<file path="config.mk">
export PLATFORM = sky130hd
export DESIGN_NAME = mem_port_arbiter
export DESIGN_NICKNAME = d
export VERILOG_FILES = /design/src/rtl/mem_arb_pkg.sv /design/src/rtl/mem_arb_pick.sv /design/src/rtl/mem_port_arbiter.sv
export SDC_FILE = /design/constraint.sdc
export NUM_CORES = 1
export LEC_CHECK = 0
export CORE_ASPECT_RATIO = 1.1
export CORE_MARGIN = 2
export CORE_UTILIZATION = 35
export CTS_CLUSTER_DIAMETER = 30
export DETAILED_ROUTE_END_ITERATION = 8
export PLACE_DENSITY = 0.72
export SLEW_MARGIN = 30
export SYNTH_ARGS = -nofsm -noshare
export SYNTH_HDL_FRONTEND = slang
export SYNTH_SLANG_ARGS = --single-unit
</file>
<file path="constraint.sdc">
create_clock -name clk -period 2.4 [get_ports clk]
set_input_delay 0.6 -clock clk [delete_from_list [all_inputs] [get_ports clk]]
set_output_delay 0.6 -clock clk [all_outputs]
set_load 0.01 [all_outputs]
</file>
<file path="src/rtl/mem_arb_pkg.sv">
// mem_arb_pkg: shared state/owner types, default latency/streak limits and streak counter width helper
package mem_arb_pkg;
  typedef enum logic [1:0] {ARB_IDLE, ARB_READ, ARB_WRITE} arb_state_t;
  typedef enum logic {OWN_IF, OWN_D} arb_owner_t;
  localparam int ARB_RD_LAT = 2;
  localparam int ARB_MAX_DSTREAK = 2;
  function automatic int streak_w(input int max_streak);
    return $clog2(max_streak + 2);
  endfunction
endpackage

</file>
<file path="src/rtl/mem_arb_pick.sv">
// mem_arb_pick: data-first winner select (in: if_req, d_req, dstreak; out: owner, valid), fetch wins once the data streak hits its cap
module mem_arb_pick import mem_arb_pkg::*; #(
  parameter int MAX_DSTREAK = ARB_MAX_DSTREAK,
  localparam int SW = streak_w(MAX_DSTREAK)
) (
  input  logic          if_req,
  input  logic          d_req,
  input  logic [SW-1:0] dstreak,
  output arb_owner_t    owner,
  output logic          valid
);
  always_comb begin
    valid = if_req | d_req;
    owner = (d_req && !(if_req && dstreak == SW'(MAX_DSTREAK))) ? OWN_D : OWN_IF;
  end
endmodule

</file>
<file path="src/rtl/mem_port_arbiter.sv">
// mem_port_arbiter: shares one fixed-latency memory port between fetch (if_*) and data (d_*) requesters, driving mem_* and returning registered rdata/rvalid
module mem_port_arbiter import mem_arb_pkg::*; #(
  parameter int ADDR_W = 32,
  parameter int DATA_W = 32,
  parameter int RD_LAT = ARB_RD_LAT,
  parameter int MAX_DSTREAK = ARB_MAX_DSTREAK
) (
  input  logic              clk,
  input  logic              reset,
  input  logic              if_req,
  input  logic [ADDR_W-1:0] if_addr,
  output logic              if_gnt,
  output logic              if_rvalid,
  input  logic              d_req,
  input  logic              d_we,
  input  logic [ADDR_W-1:0] d_addr,
  input  logic [DATA_W-1:0] d_wdata,
  output logic              d_gnt,
  output logic              d_rvalid,
  output logic [DATA_W-1:0] rdata,
  output logic              busy,
  output logic [ADDR_W-1:0] mem_addr,
  output logic [DATA_W-1:0] mem_wdata,
  output logic              mem_wr,
  input  logic [DATA_W-1:0] mem_rdata
);
  localparam int SW = streak_w(MAX_DSTREAK);
  localparam int LW = $clog2(RD_LAT + 1);
  arb_state_t state_q, state_d;
  arb_owner_t owner_q, owner_d, pick_own;
  logic pick_vld, idle, grant, take_d, done;
  logic [LW-1:0] lat_q, lat_d;
  logic [SW-1:0] dstreak_q, dstreak_d;
  logic if_gnt_q, if_gnt_d, d_gnt_q, d_gnt_d;
  logic if_rvalid_q, if_rvalid_d, d_rvalid_q, d_rvalid_d;
  logic mem_wr_q, mem_wr_d;
  logic [ADDR_W-1:0] mem_addr_q, mem_addr_d;
  logic [DATA_W-1:0] mem_wdata_q, mem_wdata_d, rdata_q, rdata_d;

  mem_arb_pick #(.MAX_DSTREAK(MAX_DSTREAK)) u_pick (
    .if_req  (if_req),
    .d_req   (d_req),
    .dstreak (dstreak_q),
    .owner   (pick_own),
    .valid   (pick_vld)
  );

  assign idle   = state_q == ARB_IDLE;
  assign grant  = idle && pick_vld;
  assign take_d = grant && pick_own == OWN_D;
  assign done   = state_q == ARB_READ && lat_q == '0;

  always_ff @(posedge clk or negedge reset) begin
    if (!reset) begin
      state_q     <= ARB_IDLE;
      owner_q     <= OWN_IF;
      lat_q       <= '0;
      dstreak_q   <= '0;
      if_gnt_q    <= 1'b0;
      d_gnt_q     <= 1'b0;
      if_rvalid_q <= 1'b0;
      d_rvalid_q  <= 1'b0;
      mem_wr_q    <= 1'b0;
      mem_addr_q  <= '0;
      mem_wdata_q <= '0;
      rdata_q     <= '0;
    end else begin
      state_q     <= state_d;
      owner_q     <= owner_d;
      lat_q       <= lat_d;
      dstreak_q   <= dstreak_d;
      if_gnt_q    <= if_gnt_d;
      d_gnt_q     <= d_gnt_d;
      if_rvalid_q <= if_rvalid_d;
      d_rvalid_q  <= d_rvalid_d;
      mem_wr_q    <= mem_wr_d;
      mem_addr_q  <= mem_addr_d;
      mem_wdata_q <= mem_wdata_d;
      rdata_q     <= rdata_d;
    end
  end

  always_comb
    state_d = grant ? ((take_d && d_we) ? ARB_WRITE : ARB_READ)
            : (state_q == ARB_WRITE || done) ? ARB_IDLE : state_q;

  always_comb begin
    owner_d     = grant ? pick_own : owner_q;
    if_gnt_d    = grant && !take_d;
    d_gnt_d     = take_d;
    if_rvalid_d = done && owner_q == OWN_IF;
    d_rvalid_d  = done && owner_q == OWN_D;
    mem_addr_d  = grant ? (take_d ? d_addr : if_addr) : mem_addr_q;
    mem_wdata_d = take_d ? d_wdata : mem_wdata_q;
    mem_wr_d    = take_d && d_we;
    lat_d       = grant ? LW'(RD_LAT - 1) : (state_q == ARB_READ && !done) ? lat_q - 1'b1 : lat_q;
    rdata_d     = done ? mem_rdata : rdata_q;
    dstreak_d   = !idle ? dstreak_q
                : (!if_req || !take_d) ? '0
                : (dstreak_q == SW'(MAX_DSTREAK)) ? dstreak_q : dstreak_q + 1'b1;
  end

  assign if_gnt    = if_gnt_q;
  assign d_gnt     = d_gnt_q;
  assign if_rvalid = if_rvalid_q;
  assign d_rvalid  = d_rvalid_q;
  assign mem_wr    = mem_wr_q;
  assign mem_addr  = mem_addr_q;
  assign mem_wdata = mem_wdata_q;
  assign rdata     = rdata_q;
  assign busy      = state_q != ARB_IDLE;
endmodule
</file>
=== Word-level counts from Yosys, hierarchy flattened ===
Cells that the tools add are included.

* Add/subtract/negate cells: 2
* Eq/ne operators: 4
* Reduce and logical (&&, ||, !) cells: 22
* Bitwise logic cells: 2
* Mux-type cells: 9

{| class="wikitable"
|+ Operators by type and width
! operator !! count
|-
| two-way mux 32 bit || 1
|-
| two-way mux 2 bit || 7
|-
| logical AND 1 bit || 10
|-
| nonzero test 2 bit || 3
|-
| == test 2 bit (second input constant) || 2
|-
| logical NOT 1 bit || 4
|-
| logical NOT 2 bit || 2
|-
| adder 2 x 1 -> 2 bit (second input constant) || 1
|-
| == test 2 x 1 -> 1 bit (second input constant) || 1
|-
| logical OR 1 bit || 2
|-
| inequality test 2 bit (second input constant) || 1
|-
| AND reduction 2 bit || 1
|-
| subtractor 2 x 1 -> 2 bit (second input constant) || 1
|-
| two-way mux 1 bit || 1
|-
| inverter 1 bit || 1
|-
| bitwise OR 1 bit || 1
|}

* Register bits: 108
* Input port bits: 133
* Output and inout bits: 102

=== Longest topological paths before layout ===
* Depth after elaboration: 10
* Gate-level depth with buffers: 7
* Gate-level depth less buffers: 6

=== Hierarchy ===
A second synthesis with hierarchy kept.

* Cells, all modules: 326
* Area, all modules: 4514.3 um^2

{| class="wikitable"
|+ By module, submodules not included
! module !! seq. area each (um^2) !! area each (um^2) !! times used !! cells an instance
|-
| mem_port_arbiter || 2702.6 || 4496.8 || 1 || 323
|-
| mem_arb_pick || 0.0 || 17.5 || 1 || 3
|}

=== Worst setup path before layout ===
Ideal clock, no wire load.

* Kind: reg-to-output
* Start point: register state_q[0]
* End point: output busy
* Arrival time: 1203 ps
* Cell stages (with the launch flop): 6
* Setup slack: 597 ps
* Data required time: 1800 ps
* Buffers on the path: 3
* Path through: dfrtp_1 buf_2 nor2_1 clkbuf_1 buf_2 inv_1

* Word-level cells in the longest chain between the ends: 1

{| class="wikitable"
|+ Ends and longest elaborated chain
! item !! RTL line !! source
|-
| from (decl) || mem_port_arbiter.sv:29 || <nowiki>arb_state_t state_q, state_d;</nowiki>
|-
| from (signal assigned) || mem_port_arbiter.sv:68 || <nowiki>state_q <= state_d;</nowiki>
|-
| nonzero test 2 bit || mem_port_arbiter.sv:111 || <nowiki>assign busy = state_q != ARB_IDLE;</nowiki>
|-
| to (decl) || mem_port_arbiter.sv:21 || <nowiki>output logic busy,</nowiki>
|}

No other way between the ends.

=== Worst setup path in the final report ===
Same ends and word-level chain as after synthesis.

==> impl_results.md <==
- Status: finished, violations left
- Failing checks: design-rule violations
- Tcrit/Tclk final: 0.938
- Area leader, netlist: dfrtp_1
- RSZ-0062 raised after global routing: false
- Synth top area share: 0.592
- Cell Pwr Density: 1300 mW/mm²
- Pin count of the biggest net entering global routing: 59
- Setup TNS: 0 ps
- Post-CTS Setup Repair Bufs: 0
- Initial drt markers: 192
- Htree depth: 3
- Average wire per standard cell: 19.4 µm
- Post-layout nets: 689
- Slew margin rel.: 0.695
- MaxCap Viol Count: 0
- Synth cell count leaders: dfrtp_1, mux2_2, mux2_4
- DIE HEIGHT: 124 µm
- IO buf count: 234
- Fin. Hold Viols: 0
- Setup violators final: 0
- Area Overhead vs Synth: 63.5%
- Yosys reg bits: 108
- Core area: 0.0127 mm²
- Detailed Route WL: 13900 µm
- CP Launch Point: state_q[0]
- Cts repair resizes: 0
- Seq. cell area: 0.00270 mm²
- WP data required: 1800 ps
- Drc violations: 15
- Post-synthesis sequential area ratio: 0.592
- Total GRT Usage: 0.196
- CTS Buf Count: 9
- CTS tree: built
- Max-slew violations: 0
- Ys flop type: dfrtp_1
- Min-delay worst type: input pin to asynchronous set/reset pin
- Dpl hpwl: 10100 µm
- Crit path cell chain: nor2_2 -> inv_1 -> clkdlybuf4s50_1
- DRT antenna net count: 0
- Critical Path Slowest Stage Cell: clkdlybuf4s50_1
- Worst Setup Start Kind: flop
- Clock Pin Slew Worst Setup and Hold Paths: 70 ps
- Cells after Synth: 321
- Chip width: 113 µm
- Num rows: 43
- Critical Path Fanout Max: 7
- FILL cells: 1048
- Full die area: 0.0140 mm²
- Worst R2R Path Depth: 5
- GR Overflow Total: 0
- Clock Skew: 8.07 ps
- YS warnings: 0
- Boundary Pins: 235
- Routed vias: 3742
- Top-count cell post-synth: dfrtp_1
- Clk buf depth: 2
- DR vias/cell: 5.23
- Starting Density: 0.360
- Asr flop ratio synth: 1.00
- VDD IR max: 478 µV
- Root Driver: clkbuf_16
- Worst path arrival time: 1650 ps
- Least-Margin Pin Slew: 458 ps
- DRT Pass-1 Iters: 9
- Synth cell types: 27
- Synthesized net count: 456
- Clock latency on the worst-skew pair: 340 ps
- Avg Synthesized Cell Area: 14.2 µm²
- Multi-input logic area: 0.00171 mm²
- First-pass GRT wire length: 21300 µm
- Final core utilization: 0.588
- Leakage: 0.00318 µW
- Share of cells above drive strength 1: 0.182
- Initial antenna violation count: 0
- Critical path class: flop to output port
- Post-Syn Area: 0.00457 mm²
- Crit path largest cell delay: 570 ps
- Cts hold-fix bufs: 0
- Antenna cell count: 0
- Vias in the first global route: 3895
- F_max: 444 MHz
- Clock Sinks: 108
- Final GP Congestion: 0.726
- Crit path time final: 2250 ps
- RR Startpoint: state_q[0]
- Post-synth EDFFs: 0
- Crit. End Element: output port
- Synth area leaders: dfrtp_1, mux2_4, mux2_2
-- where the power goes --
group / switching (µW) / internal [µW]
sequential: 518 / 2720
clock: 684 / 1030
combinational: 1870 / 2870
total: 3070 / 6610
-- per-layer routing --
layer  vias to the layer above  share of wire  GRT usage
met1                      1881           0.38      0.226
li1                       1669              -          -
met4                         0          0.015     0.0526
met3                        20          0.073     0.0448
met2                       172           0.54      0.366
met5                         -              0          0
-- cells in the final DEF, fill, tap and decap left out, drive strengths merged, types with 7 or more instances in the layout --
master         netlist  routed
a21oi               26      26
and3                 9       9
a221o                7       7
dfrtp              108     108
mux2                65      65
o2bb2ai             26      26
buf                 16      16
a32oi               25      25
clkdlybuf4s50        0     233
clkbuf              11       9
inv                  5       7
-- registers in the layout, indices dropped and copies added (netlist names) --
| signal | count |
|---|---|
| state_q | 2 |
| owner_q | 1 |
| mem_addr | 32 |
| dstreak_q | 2 |
| mem_wr | 1 |
| rdata | 32 |
| d_rvalid | 1 |
| if_rvalid | 1 |
| d_gnt | 1 |
| lat_q | 2 |
| mem_wdata | 32 |
| if_gnt | 1 |
-- layout make-up --
type / count / area share
Multi-Input combinational cell: 180 / 0.229
Tap cell: 157 / 0.0263
Clock buffer: 9 / 0.0302
Timing Repair Buffer: 249 / 0.333
Clock inverter: 7 / 0.0161
Sequential cell: 108 / 0.362
Inverter: 6 / 0.00302
-- worst paths after layout --
check / endpoint / slack, ps
max: busy / 150
max reg2reg: mem_addr[9] / 580
min in group clk: if_rvalid / 460
max in group asynchronous: rdata[25] / 1580
min reg2reg: if_rvalid / 460
min: mem_wdata[22] / 120
-- logic make-up after synthesis --
group | synth area share
AND/OR/NAND/NOR | 0.0293
AO/OA/AOI/OAI | 0.151
adder cells (fa/ha/maj) | 0.00548
multiplexers | 0.185
flip-flops | 0.592
buffers and inverters | 0.0353
XOR/XNOR | 0.00192
-- through the flow --
stage	setup WS (ps)	hold slack, ps	power, µW	cell area [µm²]	std cells
2_1_floorplan	597	304	5530	4570	321
3_3_place_gp	189	435	7860	7120	700
3_5_place_dp	130	446	8030	7120	700
4_1_cts	131	117	9780	7470	716
5_1_grt	75.7	125	10200	7470	716
6_report	149	119	9680	7470	716
-- worst max-delay path, delay by kind of cell (launching register included) --
| kind | cells | cell delay (ps) |
|---|---|---|
| buffers and inverters | 2 | 690 |
| DFF | 1 | 530 |
| and+or+nand+nor | 1 | 90 |
Power figures use the tool's default switching activity.
